--- src/rtl/rot_shift_pipe.sv ---
// rot_shift_pipe: barrel rotate/shift unit split into log2(DATA_WIDTH)
// registered stages. Stage k applies the 2^k step when amount bit k is set.
//
// Handshake: a transfer happens on a rising edge where valid and ready are
// both 1. in_ready is purely the inverse of the output stall (out_valid=1,
// out_ready=0) and never looks at in_valid; a stall freezes every stage.
// out_valid/Z come straight from the last stage registers and hold steady
// while stalled.
module rot_shift_pipe #(
  parameter int DATA_WIDTH = 32
) (
  input  logic                  clock,
  input  logic                  clear,
  input  logic                  in_valid,
  output logic                  in_ready,
  input  logic [DATA_WIDTH-1:0] A,
  input  logic [DATA_WIDTH-1:0] B,
  input  logic [2:0]            op,
  output logic                  out_valid,
  input  logic                  out_ready,
  output logic [DATA_WIDTH-1:0] Z,
  output logic                  busy
);

  localparam int SH_W = $clog2(DATA_WIDTH);

  localparam logic [2:0] OP_ROR  = 3'b000;
  localparam logic [2:0] OP_ROL  = 3'b001;
  localparam logic [2:0] OP_SHR  = 3'b010;
  localparam logic [2:0] OP_SHL  = 3'b011;
  localparam logic [2:0] OP_SHRA = 3'b100;

  // Stage registers: data, amount bits still to apply, op, valid.
  logic [DATA_WIDTH-1:0] s_data [SH_W];
  logic [SH_W-1:0]       s_amt  [SH_W];
  logic [2:0]            s_op   [SH_W];
  logic [SH_W-1:0]       s_vld;

  // What each stage sees on its input side.
  logic [DATA_WIDTH-1:0] src_data [SH_W];
  logic [SH_W-1:0]       src_amt  [SH_W];
  logic [2:0]            src_op   [SH_W];
  logic [SH_W-1:0]       src_vld;
  logic [DATA_WIDTH-1:0] nxt_data [SH_W];

  logic stall;
  logic unused_sink;

  // One fixed-size step of the selected operation; en=0 passes d through.
  // Because sh < DATA_WIDTH, the rotate's complementary shift is never zero.
  function automatic logic [DATA_WIDTH-1:0] shift_step(
    input logic [DATA_WIDTH-1:0] d,
    input logic [2:0]            o,
    input logic                  en,
    input int                    sh
  );
    logic [DATA_WIDTH-1:0] r;
    r = d;
    if (en) begin
      case (o)
        OP_ROR:  r = (d >> sh) | (d << (DATA_WIDTH - sh));
        OP_ROL:  r = (d << sh) | (d >> (DATA_WIDTH - sh));
        OP_SHR:  r = d >> sh;
        OP_SHL:  r = d << sh;
        // Sign bit is never changed by an arithmetic step, so chaining
        // steps keeps filling with the original operand's MSB.
        OP_SHRA: r = $signed(d) >>> sh;
        default: r = d;
      endcase
    end
    return r;
  endfunction

  assign out_valid = s_vld[SH_W-1];
  assign Z         = s_data[SH_W-1];
  assign busy      = |s_vld;
  assign stall     = out_valid & ~out_ready;
  assign in_ready  = ~stall;

  // Upper B bits and the last stage's leftover amount/op are never needed.
  assign unused_sink = ^{B[DATA_WIDTH-1:SH_W], s_amt[SH_W-1], s_op[SH_W-1]};

  // Route the request into stage 0 and each stage's output into the next.
  always_comb begin
    src_data[0] = A;
    src_amt[0]  = B[SH_W-1:0];
    src_op[0]   = op;
    src_vld     = '0;
    src_vld[0]  = in_valid;
    for (int k = 1; k < SH_W; k++) begin
      src_data[k] = s_data[k-1];
      src_amt[k]  = s_amt[k-1];
      src_op[k]   = s_op[k-1];
      src_vld[k]  = s_vld[k-1];
    end
  end

  // Per-stage datapath: stage k acts on amount bit k with step 2^k.
  always_comb begin
    for (int k = 0; k < SH_W; k++) begin
      nxt_data[k] = shift_step(src_data[k], src_op[k], src_amt[k][k], 1 << k);
    end
  end

  // Stage registers: cleared asynchronously, frozen as a whole on stall.
  // Bubbles advance like any entry so a held stall is the only hold state.
  always_ff @(posedge clock or posedge clear) begin
    if (clear) begin
      for (int k = 0; k < SH_W; k++) begin
        s_data[k] <= '0;
        s_amt[k]  <= '0;
        s_op[k]   <= '0;
      end
      s_vld <= '0;
    end else if (!stall) begin
      for (int k = 0; k < SH_W; k++) begin
        s_data[k] <= nxt_data[k];
        s_amt[k]  <= src_amt[k];
        s_op[k]   <= src_op[k];
      end
      s_vld <= src_vld;
    end
  end

endmodule

--- config.mk ---
export PLATFORM = sky130hd
export DESIGN_NAME = rot_shift_pipe
export DESIGN_NICKNAME = d
export VERILOG_FILES = /design/src/rtl/rot_shift_pipe.sv
export SDC_FILE = /design/constraint.sdc
export NUM_CORES = 1
export LEC_CHECK = 0
export CAP_MARGIN = 0
export CORE_MARGIN = 1.5
export CORE_UTILIZATION = 35
export CTS_CLUSTER_DIAMETER = 200
export DETAILED_ROUTE_END_ITERATION = 10
export PLACE_DENSITY = 0.63
export SLEW_MARGIN = 15
export SYNTH_ARGS = -nofsm -noshare
export SYNTH_HDL_FRONTEND = slang
export SYNTH_SLANG_ARGS = --single-unit
--- constraint.sdc ---
create_clock -name clock -period 11.7 [get_ports clock]
set_input_delay 2.34 -clock clock [delete_from_list [all_inputs] [get_ports clock]]
set_output_delay 2.34 -clock clock [all_outputs]
set_load 0.005 [all_outputs]
* Word-level counts from Yosys, hierarchy flattened *
Index checks and enable logic that the tools add are counted.

word-level totals
  register bits after elaboration = 197
  output and inout bits = 35
  logic and storage cells = 63

operators by class
  equal/unequal tests = 20
  muxes and demuxes = 10
  bitwise logic cells = 12
  reduce and logical (&&, ||, !) cells = 7

operators with widths
  operator              number
  $pmux W32 S5          4
  $mux W32              5
  $pmux W32 S4          1
  $or A24 B32 Y32       1
  $or A28 B32 Y32       1
  $or A30 B32 Y32       1
  $or A31 B32 Y32       1
  $or A32 B1 Y32        1
  $or A32 B16 Y32       1
  $or A32 B2 Y32        1
  $or A32 B4 Y32        1
  $or A32 B8 Y32        1
  $eq A3 B2 Y1 const B  10
  $eq A3 B1 Y1 const B  5
  $eq A3 B3 Y1 const B  5
  $logic_not A3 Y1      5
  $reduce_or A5 Y1      1
  $not A1 Y1            2
  $reduce_or A2 Y1      1
  $and A1 B1 Y1         1

* Logic depth before layout (Yosys ltp) *
Gate-level depths: netlist of run 1.

  depth after elaboration = 4
  depth in mapped cells = 7

* Worst setup path after synthesis of run 1 *
No wires, ideal clock.

  kind = input port to output port
  start = input port out_ready
  end = output port in_ready
  arrival = 3.099 ns
  slack = 6.261 ns
  stages on the path = 4
  buffers on the path = 2
  path through = and2b_4 > inv_4 > buf_2 > clkbuf_1

on the way
  word-level cells in the longest chain between the ends = 3

RTL lines
  what             line  source
  start, declared  20    input logic out_ready,
  $not A1 Y1       77    assign stall = out_valid & ~out_ready;
  $and A1 B1 Y1    77
  $not A1 Y1       78    assign in_ready = ~stall;
  end, declared    15    output logic in_ready,

Every way passes these cells.

* Worst setup path after layout of run 1 *
Ends and elaborated chain as after synthesis.

==> impl_metrics.py, run 1 <==
metrics = {
    "status": {
        "outcome": "finished, final reports clean",
    },
    "sta": {
        "worst_pin_slew_ps": 1206,
        "max_freq_ghz": 0.1516,
        "grt_setup_unrepaired": "no",
        "finalMaxSlewViolations": 0,
        "min_period_ps": 6597,
        "fin_skew_ps": 11.63,
        "finalSetupTns_ps": 0,
        "final_hold_viol_count": 0,
        "slew_headroom_pct": 19.28,
        "holdWs_ps": 464.7,
        "fin_crit_sh_pct": 56.39,
        "setup_viol": 0,
    },
    "layout": {
        "finalNetCount": 1124,
        "fill_cells": 2805,
        "multiInputGateArea_sq_um": 4324,
        "fin_util_pct": 39.84,
        "n_antenna_cell": 0,
        "seq_area_sq_um": 4679,
        "drive_gt1_share_pct": 5.347,
        "syn_to_final_growth_pct": 12.42,
        "finish.instance_area_sq_um": 11010,
    },
    "floorplan": {
        "floorplan.initialDensity_pct": 35.44,
        "die_h_um": 170.3,
        "io_pins": 106,
        "rows": 61,
        "core_sq_um": 27630,
        "fp.dieW_um": 170.3,
        "dieArea_sq_um": 28990,
    },
    "detailed_routing": {
        "vias": 8213,
        "viasPerCell": 5.688,
        "finalWirelength_um": 24810,
        "firstDrtPassIters": 8,
        "drt_iter0_markers": 907,
        "post_drt_wl_per_cell_um": 17.18,
        "route.detailed.drc": 0,
        "postRouteAntennaNets": 0,
    },
    "placed_design": {
        "dpl_cell_area_sq_um": 10410,
        "dpl.hpwl_um": 16440,
        "io_buffers": 78,
        "gp_congestion": 0.8474,
    },
    "clocking": {
        "clkTransAtPathRegs_ps": 70,
        "htreeDepth": 4,
        "post_cts_buffers": 0,
        "clock-sinks": 187,
        "cts.path.max_buffers": 2,
        "cts_root_buf": "clkbuf_16",
        "cts_tree": "yes",
        "cts_resized": 0,
        "clk_latency_ps": 440,
        "cts_buffers": 17,
        "cts_hold_buffers": 0,
    },
    "critical_path": {
        "crit_type": "primary input to primary output",
        "critPathMaxStageDelay_ps": 650,
        "cp_max_fo": 92,
        "arrival_ps": 4260,
        "startpoint_type": "primary input",
        "path_cells": "clkdlybuf4s50_1 -> and2b_4 -> inv_4 -> clkdlybuf4s50_1",
        "cp_common_cell": "clkdlybuf4s50_1",
        "crit_required_ps": 9360,
        "cp_num_buf_inv": 3,
        "slowest_stage": "clkdlybuf4s50_1",
        "endpoint_kind": "primary output",
        "critPathTopFamily": "buffers and inverters",
    },
    "global_route": {
        "grt_overflow": 0,
        "grt_max_degree": 93,
        "track_usage_pct": 17.65,
        "grt_pass1_wl_um": 41020,
        "antenna_found_initial": 0,
        "grt_pass1_vias": 7618,
    },
    "synthesis": {
        "synth_edf_count": 0,
        "syn_avg_cell_area_sq_um": 9.108,
        "synthesis.area_sq_um": 9791,
        "synth_cell_types": 51,
        "synth_fp_nets": 1146,
        "syn_inst": 1075,
        "ys_seq_area_share_pct": 47.80,
        "synthArstFlopShare_pct": 100.0,
        "ys_seq_elements": 187,
        "yosysWarningCount": 0,
        "ys.flop_type": "dfrtp_1",
    },
    "pwr": {
        "peakVddDrop_v": 0.0001340,
        "leakage_nw": 4.169,
        "powerDensity_nw_per_um2": 285.3,
    },
    "worst_hold_path": {
        "hp-class": "flop to flop",
    },
    "job": {
        "drv_cap": 0,
    },
}
## cells by family after synthesis
group                      Yosys count  share of synthesized area (%)
DFF                                187                          47.80
buffers and inverters              150                          8.115
and+or+nand+nor                    362                          15.64
adders and majority gates            1                         0.1150
muxes                                3                         0.3067
AOI/OAI and AO/OA                  372                          28.03
## worst paths after layout
kind	endpoint	from	cells past startpoint	slack (ps)
max reg2reg	s_data[78]	s_vld[4]	6	8270
max in group asynchronous	s_data[135]	clear	3	8060
min	Z[0]	Z[0]	2	460
min in group asynchronous	Z[2]	clear	2	2340
min reg2reg	Z[0]	Z[0]	2	460
max	in_ready	out_ready	4	5100
## metal layers
metal / vias up / share of wire, % / GRT usage, % / wire, um
li1: 3895 / - / - / -
met1: 3992 / 47 / 24.49 / 11600
met2: 286 / 46 / 27.51 / 11330
met3: 40 / 5.5 / 3.349 / 1372
met4: 0 / 2.0 / 6.118 / 501
met5: - / 0 / 0 / 0
## sequential cells by signal, summed over array words and instances, names as in the netlist
| register | count |
|---|---|
| s_vld | 5 |
| s_amt | 10 |
| s_op | 12 |
| s_data | 128 |
| Z | 32 |
## synthesized netlist by cell type (14+ instances only)
cell type | number | area share [%]
dfrtp_1 | 187 | 48
nand2_1 | 143 | 5.5
a22oi_1 | 17 | 1.3
clkbuf_1 | 28 | 1.1
inv_1 | 19 | 0.73
o21a_1 | 17 | 1.3
o32a_1 | 49 | 5.0
o32ai_1 | 33 | 3.0
buf_2 | 59 | 3.0
a21oi_1 | 53 | 2.7
nand2b_1 | 19 | 1.2
a31oi_1 | 14 | 0.89
o22ai_1 | 124 | 7.9
nor2_1 | 160 | 6.1
o221a_1 | 27 | 3.1
buf_4 | 37 | 2.8
## per-stage QoR
stage	power (mW)	setup slack (ps)	std cells
3_3_place_gp	2.522	5027	1412
3_5_place_dp	2.552	5050	1412
4_1_cts	3.141	5045	1444
2_1_floorplan	2.222	4275	1075
6_report	3.140	5103	1444
5_1_grt	3.369	4946	1444
## report_power, final
part | internal [mW] | leakage [nW] | total [mW] | switching, mW
combinational | 0.584 | 1.82 | 1.30 | 0.713
clock | 0.317 | 0.289 | 0.585 | 0.267
sequential | 0.926 | 2.06 | 1.26 | 0.333
total | 1.83 | 4.17 | 3.14 | 1.31
## tightest hold or removal path, stage by stage (launching register included)
cell and delay, ps:
dfrtp_1 340, nand2_1 50, nand2_1 40
## placed cells by master (no fill, tap or decap), drive strengths merged, types with 3 or more instances in the layout
master,instances
nand2,144
dfrtp,187
a31oi,14
and2,3
or3b,10
o211ai,3
o221a,27
inv,30
nor2,161
o32a,49
mux2i,3
clkdlybuf4s50,78
clkbuf,20
o21ai,21
o32ai,33
a21oi,54
nor3,13
o21a,17
a22oi,17
o22ai,124
or2,3
buf,9
nand2b,19
## area by class of cell
type,instances,area share [%]
well taps,378,4.297
clock inverters,12,1.137
multi-input cells,738,39.29
repair buffers,87,7.707
flip-flops and latches,187,42.51
inverters,22,0.8185
clock buffers,20,4.240
(Power assumes the default switching activity.)
==> inputs of run 2 (changes only) <==
PLACE_DENSITY = 0.65   (was 0.63)
clock period = 5.7 ns   (was 11.7 ns; I/O delays follow)
==> run 2 against run 1 <==
Against the previous run: count of clock-buffer cells in the layout fell by 3; die area stayed put; worst setup slack got worse by 3200 ps; core utilization increased by 0.054 points; non-clock buffer count is 2 lower; final cell count is 0.14% lower; register-to-register slack lost 5300 ps.
==> impl_metrics.py, run 2 (synthesis gave the netlist of run 1 again) <==
metrics = {
    "layout": {
        "layout_common_cells": "dfrtp_1, nor2_1, nand2_1",
        "final_common_cell": "dfrtp_1",
        "n_antenna_cell": 0,
        "finalNetCount": 1122,
        "syn_to_final_growth_pct": 12.57,
        "largest_register_ffs": 128,
        "drive_gt1_share_pct": 5.263,
        "layoutNonFillerInstCount": 1442,
        "largest_register": "s_data",
        "finish.instance_area_sq_um": 11020,
    },
    "detailed_routing": {
        "viasPerCell": 5.743,
        "firstDrtPassIters": 8,
        "vias": 8281,
        "drt_iter0_markers": 986,
        "finalWirelength_um": 24750,
        "route.detailed.drc": 0,
        "post_drt_wl_per_cell_um": 17.16,
        "postRouteAntennaNets": 0,
    },
    "critical_path": {
        "crit_required_ps": 4560,
        "startpoint_type": "primary input",
        "endpoint_kind": "primary output",
        "cp_max_fo": 44,
        "crit_type": "primary input to primary output",
        "arrival_ps": 2670,
    },
    "sta": {
        "final_hold_viol_count": 0,
        "worst_pin_slew_ps": 1147,
        "grt_setup_unrepaired": "no",
        "slew_headroom_pct": 23.24,
        "setup_ws_ps": 1889,
        "finalMaxSlewViolations": 0,
        "fin_crit_sh_pct": 66.87,
        "max_freq_ghz": 0.2624,
        "finalSetupTns_ps": 0,
        "min_period_ps": 3811,
        "holdWs_ps": 465.6,
        "fin_skew_ps": 9.768,
        "setup_viol": 0,
    },
    "clocking": {
        "cts_hold_buffers": 0,
        "cts_buffers": 17,
        "cts_tree": "yes",
        "clk_latency_ps": 440,
        "clkTransAtPathRegs_ps": 80,
        "cts.path.max_buffers": 2,
        "post_cts_buffers": 0,
        "cts_resized": 0,
        "cts_root_buf": "clkbuf_16",
        "clock-sinks": 187,
        "htreeDepth": 4,
    },
    "pwr": {
        "peakVddDrop_v": 0.0002505,
        "leakage_nw": 4.168,
        "powerDensity_nw_per_um2": 584.1,
    },
    "global_route": {
        "grt_pass1_wl_um": 40840,
        "antenna_found_initial": 0,
        "grt_overflow": 0,
        "grt_pass1_vias": 7631,
        "grt_max_degree": 188,
        "track_usage_pct": 17.46,
    },
    "floorplan": {
        "fp.dieW_um": 170.3,
        "floorplan.initialDensity_pct": 35.44,
        "die_h_um": 170.3,
        "rows": 61,
        "io_pins": 106,
        "dieArea_sq_um": 28990,
        "core_sq_um": 27630,
    },
    "placed_design": {
        "gp_congestion": 0.8234,
        "dpl.cell_count": 1410,
        "dpl_cell_area_sq_um": 10420,
        "dp_slack_ps": 1846,
        "io_buffers": 78,
        "dpl.hpwl_um": 15980,
    },
    "status": {
        "outcome": "finished, final reports clean",
    },
    "job": {
        "drv_cap": 0,
    },
    "worst_hold_path": {
        "hp-class": "flop to flop",
    },
}
[run 2: cell types whose count changed in the layout (fill, tap and decap cells not counted), sizes merged]
cell / before / now
clkinv: 1 / 7
clkbuf: 20 / 17
buf: 9 / 7
bufinv: 1 / 0
clkinvlp: 2 / 1
inv: 30 / 29
[run 2: critical path, stage by stage]
cell,delay (ps)
clkdlybuf4s50_1,390
and2b_4,620
inv_4,70
clkdlybuf4s50_1,460
[run 2: final timing paths]
path	slack [ps]	to	cells after the start	from
max in group asynchronous	3500	s_op[12]	3	clear
hold / removal	470	Z[7]	2	Z[7]
hold reg to reg	470	Z[7]	2	Z[7]
setup reg to reg	2980	s_data[87]	6	s_vld[4]
setup / recovery	1890	in_ready	4	out_ready
min in group asynchronous	1290	Z[4]	3	clear
[run 2: report_power, final]
part           total [mW]  switching [mW]  internal, mW
clock network        1.18           0.591         0.593
registers            2.62           0.723          1.90
logic                2.63            1.43          1.20
[run 2: layer usage]
metal	share of wire, %	wire, um	up-vias	GRT usage (%)
li1	-	-	3899	-
met1	47	11740	4028	24.98
met2	44	11000	307	26.30
met3	5.1	1274	47	2.837
met4	3.0	734	0	6.887
met5	0	0	-	0
[run 2: through the flow]
stage	total power [mW]	utilization (%)
final	6.438	39.89
after global routing	6.902	39.89
after CTS	6.440	39.86
after detailed placement	5.241	37.70
after global placement	5.168	37.70
after floorplan	4.561	-
[run 2: area by class of cell]
cell class,instances,area (sq um)
clock inverters,15,171.4
inverters,22,88.84
flip-flops and latches,187,4681
clock buffers,17,425.4
multi-input cells,738,4324
fillers,2781,16610
well taps,378,473.0
repair buffers,85,858.3
==> inputs of run 3 (changes only) <==
clock period = 3.35 ns   (was 5.7 ns; I/O delays follow)
==> run 3 against run 2 <==
Against the previous run: design area grew 0.89%; worst setup slack worse by 1200 ps; register-to-register slack worse by 2000 ps; power grew 71%; global-route usage up 0.29 points; hold slack worse by 1.7 ps; die area unchanged; non-clock buffer count is 12 higher; sequential share of layout area down 0.38 points; core utilization is 0.35 points higher; combinational power increased by 76%; largest cell class unchanged; highest routed layer unchanged.
==> impl_metrics.py, run 3 (synthesis gave the netlist of run 1 again) <==
metrics = {
    "status": {
        "outcome": "finished, final reports clean",
    },
    "detailed_routing": {
        "drt_iter0_markers": 855,
        "post_drt_wl_per_cell_um": 17.42,
        "vias": 8321,
        "finalWirelength_um": 25330,
        "route.detailed.drc": 0,
        "viasPerCell": 5.723,
        "firstDrtPassIters": 5,
        "postRouteAntennaNets": 0,
    },
    "placed_design": {
        "gp_congestion": 0.8420,
        "io_buffers": 78,
        "dpl.hpwl_um": 17120,
        "dp_slack_ps": 501.3,
    },
    "clocking": {
        "cts_buffers": 17,
        "htreeDepth": 4,
        "cts.path.max_buffers": 2,
        "cts_hold_buffers": 0,
        "cts_root_buf": "clkbuf_16",
        "clkTransAtPathRegs_ps": 70,
        "cts_tree": "yes",
        "clk_latency_ps": 430,
        "clock-sinks": 187,
        "cts_resized": 0,
        "post_cts_buffers": 0,
    },
    "global_route": {
        "grt_pass1_wl_um": 41580,
        "track_usage_pct": 17.75,
        "grt_overflow": 0,
        "grt_max_degree": 77,
        "grt_pass1_vias": 7747,
        "antenna_found_initial": 0,
    },
    "layout": {
        "finalNetCount": 1134,
        "layout_common_cells": "dfrtp_1, nor2_1, nand2_1",
        "largest_register_ffs": 128,
        "largest_register": "s_data",
        "n_antenna_cell": 0,
        "final_common_cell": "dfrtp_1",
        "fill_cells": 2815,
        "syn_to_final_growth_pct": 13.57,
        "drive_gt1_share_pct": 6.320,
    },
    "sta": {
        "setup_ws_ps": 643.5,
        "max_freq_ghz": 0.3695,
        "fin_crit_sh_pct": 80.79,
        "holdWs_ps": 464.0,
        "final_hold_viol_count": 0,
        "setup_viol": 0,
        "finalMaxSlewViolations": 0,
        "grt_setup_unrepaired": "no",
        "slew_headroom_pct": 20.82,
        "min_period_ps": 2706,
        "fin_skew_ps": 12.61,
        "worst_pin_slew_ps": 1188,
        "finalSetupTns_ps": 0,
    },
    "critical_path": {
        "endpoint_kind": "primary output",
        "crit_required_ps": 2680,
        "startpoint_type": "primary input",
        "cp_max_fo": 17,
        "arrival_ps": 2040,
        "crit_type": "primary input to primary output",
    },
    "pwr": {
        "netSwitchingFraction_pct": 42.12,
        "combPwrFrac_pct": 41.9,
        "p_total_mw": 11.04,
        "p_clk_share_pct": 18.0,
        "power.switching_mw": 4.649,
        "p_seq_share_pct": 40.1,
        "intPower_mw": 6.390,
        "peakVddDrop_v": 0.0004195,
        "leakage_nw": 4.229,
        "powerDensity_nw_per_um2": 992.7,
    },
    "floorplan": {
        "fp.dieW_um": 170.3,
        "die_h_um": 170.3,
        "core_sq_um": 27630,
        "floorplan.initialDensity_pct": 35.44,
        "dieArea_sq_um": 28990,
        "io_pins": 106,
        "rows": 61,
    },
    "job": {
        "drv_cap": 0,
    },
    "worst_hold_path": {
        "hp-class": "flop to flop",
    },
}
[run 3: cell types whose count changed in the layout (fill, tap and decap cells not counted), sizes merged]
cell | previous run | this run
buf | 7 | 19
clkinv | 7 | 5
bufinv | 0 | 1
clkinvlp | 1 | 2
[run 3: worst max-delay path, cell delays in order]
cell and delay (ps):
clkdlybuf4s50_1 450, and2b_4 200, inv_4 180, clkdlybuf4s50_1 540
[run 3: layout make-up]
| type | count | area, sq um | share of cell area, % |
|---|---|---|---|
| flip-flops and latches | 187 | 4679 | 42.08 |
| multi-input cells | 738 | 4327 | 38.91 |
| repair buffers | 97 | 973.4 | 8.754 |
| well taps | 378 | 473.0 | 4.253 |
| clock buffers | 17 | 425.4 | 3.826 |
| clock inverters | 15 | 152.6 | 1.373 |
| inverters | 22 | 88.84 | 0.7989 |
[run 3: path summary, 6_finish.rpt]
path,to,cells past startpoint,start,slack (ps)
min in group asynchronous,s_data[34],2,clear,540
hold / removal,Z[6],2,Z[6],460
hold reg to reg,Z[6],2,Z[6],460
setup reg to reg,Z[22],4,s_op[5],980
setup / recovery,in_ready,4,out_ready,640
max in group asynchronous,s_data[138],3,clear,1880
[run 3: stage by stage]
| step | instances | instance area [sq um] | utilization, % |
|---|---|---|---|
| after floorplan | 1075 | 9794 | - |
| after global placement | 1422 | 10530 | 38.12 |
| after detailed placement | 1422 | 10530 | 38.12 |
| after CTS | 1454 | 11110 | 40.21 |
| after global routing | 1454 | 11120 | 40.25 |
| final | 1454 | 11120 | 40.25 |
[run 3: layer usage]
metal  vias to the layer above  wire (um)  part of all wire (%)  global-route usage, %
li1                       3918          -                     -                      -
met4                         0        461                   1.8                  6.002
met3                        43       1330                   5.3                  3.023
met2                       307      11490                    45                  27.41
met1                      4053      12050                    48                  25.14
met5                         -          0                     0                      0
[run 3: power groups by stage]
stage / Clock, mW / Sequential (mW) / Combinational [mW]
2_1_floorplan: 0 / 3.89 / 3.88
3_3_place_gp: 0 / 4.39 / 4.48
3_5_place_dp: 0 / 4.43 / 4.59
4_1_cts: 2.04 / 4.39 / 4.60
5_1_grt: 2.12 / 4.55 / 5.15
6_report: 1.99 / 4.42 / 4.62
